==> src/rtl/add_pipe.sv <==
`default_nettype none
// ============================================================================
// Module   : add_pipe
// Brief    : Pipelined WIDTH-bit adder/subtractor, CHUNK bits per stage, with
//            valid/ready handshake and unsigned/signed overflow detection.
//            Define ADD_PIPE_SAT_EN to saturate sum on overflow.
// Revision : 1.0 - initial release
// ============================================================================
module add_pipe #(
   parameter int WIDTH = 8,
   parameter int CHUNK = 4
) (
   input  logic             clk,
   input  logic             rst,
   input  logic             in_valid,
   output logic             in_ready,
   input  logic [WIDTH-1:0] a,
   input  logic [WIDTH-1:0] b,
   input  logic             sub,
   input  logic             sgn,
   output logic             out_valid,
   input  logic             out_ready,
   output logic [WIDTH-1:0] sum,
   output logic             overflow
);
   localparam int STAGES = WIDTH / CHUNK;

   logic stall;
   assign stall    = out_valid && !out_ready;
   assign in_ready = !rst && !stall;

   for (genvar k = 0; k < STAGES; k++) begin : g_stage
      localparam int LO = k * CHUNK;
      localparam int BW = WIDTH - LO;

      // w_x holds finished sum slices below LO and untouched A slices above.
      logic [WIDTH-1:0] w_x;
      logic [BW-1:0]    w_bh;
      logic             w_v;
      logic             w_cin;
      logic             w_sub;
      logic             w_sgn;
      logic             w_cout;
      logic [CHUNK-1:0] w_s;
      logic [WIDTH-1:0] w_res;
      logic [WIDTH-1:0] w_nxt;
      logic             r_v;
      logic [WIDTH-1:0] r_res;

      if (k == 0) begin : g_in
         assign w_x   = a;
         assign w_bh  = sub ? ~b : b;
         assign w_v   = in_valid && in_ready;
         assign w_cin = sub;
         assign w_sub = sub;
         assign w_sgn = sgn;
      end else begin : g_link
         assign w_x   = g_stage[k-1].r_res;
         assign w_bh  = g_stage[k-1].g_mid.r_bh;
         assign w_v   = g_stage[k-1].r_v;
         assign w_cin = g_stage[k-1].g_mid.r_c;
         assign w_sub = g_stage[k-1].g_mid.r_sub;
         assign w_sgn = g_stage[k-1].g_mid.r_sgn;
      end

      assign {w_cout, w_s} = {1'b0, w_x[LO +: CHUNK]} + {1'b0, w_bh[CHUNK-1:0]}
                           + {{CHUNK{1'b0}}, w_cin};

      always_comb begin
         w_res             = w_x;
         w_res[LO +: CHUNK] = w_s;
      end

      if (k < STAGES - 1) begin : g_mid
         logic [BW-CHUNK-1:0] r_bh;
         logic                r_c;
         logic                r_sub;
         logic                r_sgn;

         assign w_nxt = w_res;

         always_ff @(posedge clk) begin
            if (rst) begin
               r_bh  <= '0;
               r_c   <= 1'b0;
               r_sub <= 1'b0;
               r_sgn <= 1'b0;
            end else if (!stall) begin
               r_bh  <= w_bh[BW-1:CHUNK];
               r_c   <= w_cout;
               r_sub <= w_sub;
               r_sgn <= w_sgn;
            end
         end
      end else begin : g_out
         logic w_ovf;
         logic r_ovf;

         // w_bh holds the already-inverted B for subtracts, so one signed test serves both.
         assign w_ovf = w_sgn ? ((w_x[WIDTH-1] == w_bh[CHUNK-1]) &&
                                 (w_res[WIDTH-1] != w_x[WIDTH-1]))
                              : (w_cout ^ w_sub);

`ifdef ADD_PIPE_SAT_EN
         always_comb begin
            w_nxt = w_res;
            if (w_ovf) begin
               if (!w_sgn)
                  w_nxt = w_sub ? '0 : '1;
               else if (w_x[WIDTH-1])
                  w_nxt = {1'b1, {(WIDTH-1){1'b0}}};
               else
                  w_nxt = {1'b0, {(WIDTH-1){1'b1}}};
            end
         end
`else
         assign w_nxt = w_res;
`endif

         always_ff @(posedge clk) begin
            if (rst)
               r_ovf <= 1'b0;
            else if (!stall)
               r_ovf <= w_ovf;
         end

         assign out_valid = r_v;
         assign sum       = r_res;
         assign overflow  = r_ovf;
      end

      always_ff @(posedge clk) begin
         if (rst) begin
            r_v   <= 1'b0;
            r_res <= '0;
         end else if (!stall) begin
            r_v   <= w_v;
            r_res <= w_nxt;
         end
      end
   end

endmodule
`default_nettype wire
==> config.mk <==
export PLATFORM = sky130hd
export DESIGN_NAME = add_pipe
export DESIGN_NICKNAME = d
export VERILOG_FILES = /design/src/rtl/add_pipe.sv
export SDC_FILE = /design/constraint.sdc
export NUM_CORES = 1
export LEC_CHECK = 0
export BUFFER_PORTS_ARGS = -buffer_cell sky130_fd_sc_hd__buf_2
export CORE_MARGIN = 3
export CORE_UTILIZATION = 30
export CTS_CLUSTER_SIZE = 10
export DETAILED_ROUTE_END_ITERATION = 8
export SYNTH_ARGS = -nofsm -noshare
export SYNTH_HDL_FRONTEND = slang
export SYNTH_SLANG_ARGS = --single-unit
==> constraint.sdc <==
create_clock -name clk -period 2.9 [get_ports clk]
set_input_delay 0.145 -clock clk [delete_from_list [all_inputs] [get_ports clk]]
set_output_delay 0.145 -clock clk [all_outputs]
set_load 0.02 [all_outputs]
==> metrics.txt <==
P_leak=0.702 nW; later-pin clock latency in the skew report=0.27 ns; CTS tree=yes; fin worst setup slack=0.837 ns; crit-path max FO=2; Finished Layout Cells=227; Setup violations, final=0; vias in the first global route=963; unrepaired setup endpoints after global routing=false; critical path's slowest cell=fa_1; DP HPWL=1860 um; hold path depth=3; R2R depth=7; Synth Warn #=0; WP data required=3.00 ns; clk slew on worst S/H paths=0.09 ns; GPL Wtd Cong=0.715; worst reg2reg path endpoint=overflow; Reg2Reg Setup Slack=0.84 ns; Critical Path End Type=register; type of the worst min-delay path=in -> reg; final period utilization=0.711; most area-hungry cell type in the Yosys netlist=dfxtp_1; Root Driver=clkbuf_8; final-report hold violation count=0; Mapped Cells=148; Post-CTS Resized=0; achievable frequency=485 MHz; Critical path buffers and inverters=1; die area=0.00513 mm^2; drt pass-1 iters=4; Die Ht=71.6 um; count of state elements after synthesis=26; minimum clock period=2.06 ns; status=finished clean; Bufs on Longest Clock Path=2; WHS=0.108 ns; Syn Nets=about 180; global-route wire length before repair=about 4300 um; CP peak stage delay=about 0.46 ns; # port buffers=32; Detail Route Antenna Nets=0; nets=209; Finished Core Util=0.377; Worst slew margin=0.332; Residual DRC=0; starting density of the core=0.316; area share of the largest cell type after synthesis=0.403; core area=0.00409 mm^2; post-synthesis sequential area ratio=0.403; hold path start=a[5]; synthesized area=0.00129 mm^2; VDD IR-drop max=0.204 mV; drt total wl=2520 um; row cnt=23; Design Power=830 uW; CTS H-tree depth=1; Worst Setup Path Type=reg -> reg; initial antenna violation count=0; Hold Path Sink=g_stage[0].r_res[5]; pre-CTS WS=0.851 ns; Slew Viols, Final=0; wire per inst=11.1 um; largest net degree at the start of global routing=30; DR iter-0 viols=45; Final Cell Area=0.00154 mm^2; Syn-to-layout area delta=19.3%; Top Ports=33; hold_buf cts=0; Total GRT Usage=0.104; Worst Path Arrival=2.16 ns; worst-path cell chain=inv_1 > fa_1 > fa_1 > nand2b_1 > a21oi_1 > mux2i_1 > a311oi_1; total CTS buffers=3; Worst R2R Start=g_stage[0].r_res[4]; vias=~1.0k; Cell variety after synth=28; ant diodes=0; power per cell area=538 mW/mm^2; top cells by area, synth=dfxtp_1 40%, nand2_1 7.6%, a21oi_1 6.2%; final clock skew=0.00211 ns; Worst path most repeated cell=fa_1; Placed Area=0.00149 mm^2; Post-CTS Setup Inserts=0; Cells after DPL=223; share of cells above drive strength 1=0.237; via/cell ratio=4.56; total gr overflow=0; Die Wd=71.6 um; clk sinks=26; Max-Cap Viols=0; Critical Path Start Type=register; Top Family by Delay on Critical Path=adder cells; Syn Area/Cell=8.73 um^2; Worst Max-Slew Pin Slew=approximately 1.0 ns; post-route setup TNS=0 ns
logic make-up after synthesis:
logic type,share of synthesized area
compound gates,0.184
xor+xnor,0.0678
fa+ha+maj,0.105
buf+inv,0.0513
flops,0.403
mux,0.0194
simple gates,0.170
Yosys cell counts:
cell and instances:
nand2_1 26, a21oi_1 16, mux2_4 1, a211oi_1 10, buf_6 1, dfxtp_1 26
a311oi_1 1, nor2_1 15, a211o_1 1, inv_1 6, o21ai_0 1, nor3b_1 1
nor2b_1 2, buf_2 2, nand2b_1 3, and3_1 1, a21o_1 4, nand3_1 2
xnor2_1 5, a21oi_2 1, ha_1 6, buf_1 3, clkbuf_1 3, xor2_1 5
mux2i_1 1, nand3b_2 1, a31oi_4 1, fa_1 3
final cells by class:
type / instances / area, um^2
sequential: 26 / 520
tap: 50 / 62.6
multi-input combinational: 107 / 706
clock buffer: 4 / 55.1
timing repair buffer: 34 / 175
inverter: 6 / 22.5
fill: 445 / 2540
cells in the final DEF, fill, tap and decap left out, types with 2 or more instances in the layout:
master,instances
xnor2_1,5
fa_1,3
ha_1,6
a21oi_1,16
buf_4,2
buf_2,32
a21o_1,4
nand2b_1,3
xor2_1,5
nor2_1,15
dfxtp_1,26
clkbuf_8,4
a211oi_1,10
inv_1,6
nor2b_1,2
nand2_1,26
nand3_1,2
flip-flops by register name, summed over array words and instances, names as in the netlist:
| signal | count |
|---|---|
| g_stage.g_mid.r_sgn | 1 |
| g_stage.g_mid.r_sub | 1 |
| g_stage.g_mid.r_c | 1 |
| g_stage.r_res | 8 |
| out_valid | 1 |
| g_stage.r_v | 1 |
| overflow | 1 |
| g_stage.g_mid.r_bh | 4 |
| sum | 8 |
tightest hold or removal path, delay by kind of cell:
kind | cells | cell delay, ns
buf+inv | 1 | 0.10
simple gates | 1 | 0.04
compound gates | 1 | 0.05
how the worst max path moves through the flow:
stage                         from       end  slack [ns]  depth (start not counted)
6_report       g_stage[0].r_res[4]  overflow        0.84                          7
5_1_grt        g_stage[0].r_res[4]  overflow        0.73                          7
4_1_cts        g_stage[0].r_res[4]  overflow        0.83                          7
3_5_place_dp   g_stage[0].r_res[4]  overflow        0.85                          7
3_3_place_gp   g_stage[0].r_res[4]  overflow        0.92                          7
2_1_floorplan  g_stage[0].r_res[4]  overflow        1.01                          7
where the power goes:
part | switching [mW] | internal [mW] | total [mW]
clock network | 0.110 | 0.121 | 0.231
registers | 0.0169 | 0.393 | 0.410
logic | 0.103 | 0.0857 | 0.189
routing by layer:
layer  vias to the layer above  track usage  part of all wire
met3                         4       0.0140             0.044
met2                        20        0.157              0.45
met5                         -            0                 0
met4                         0       0.0501             0.016
li1                        552            -                 -
met1                       458        0.145              0.49
Power figures use the tool's default switching activity.
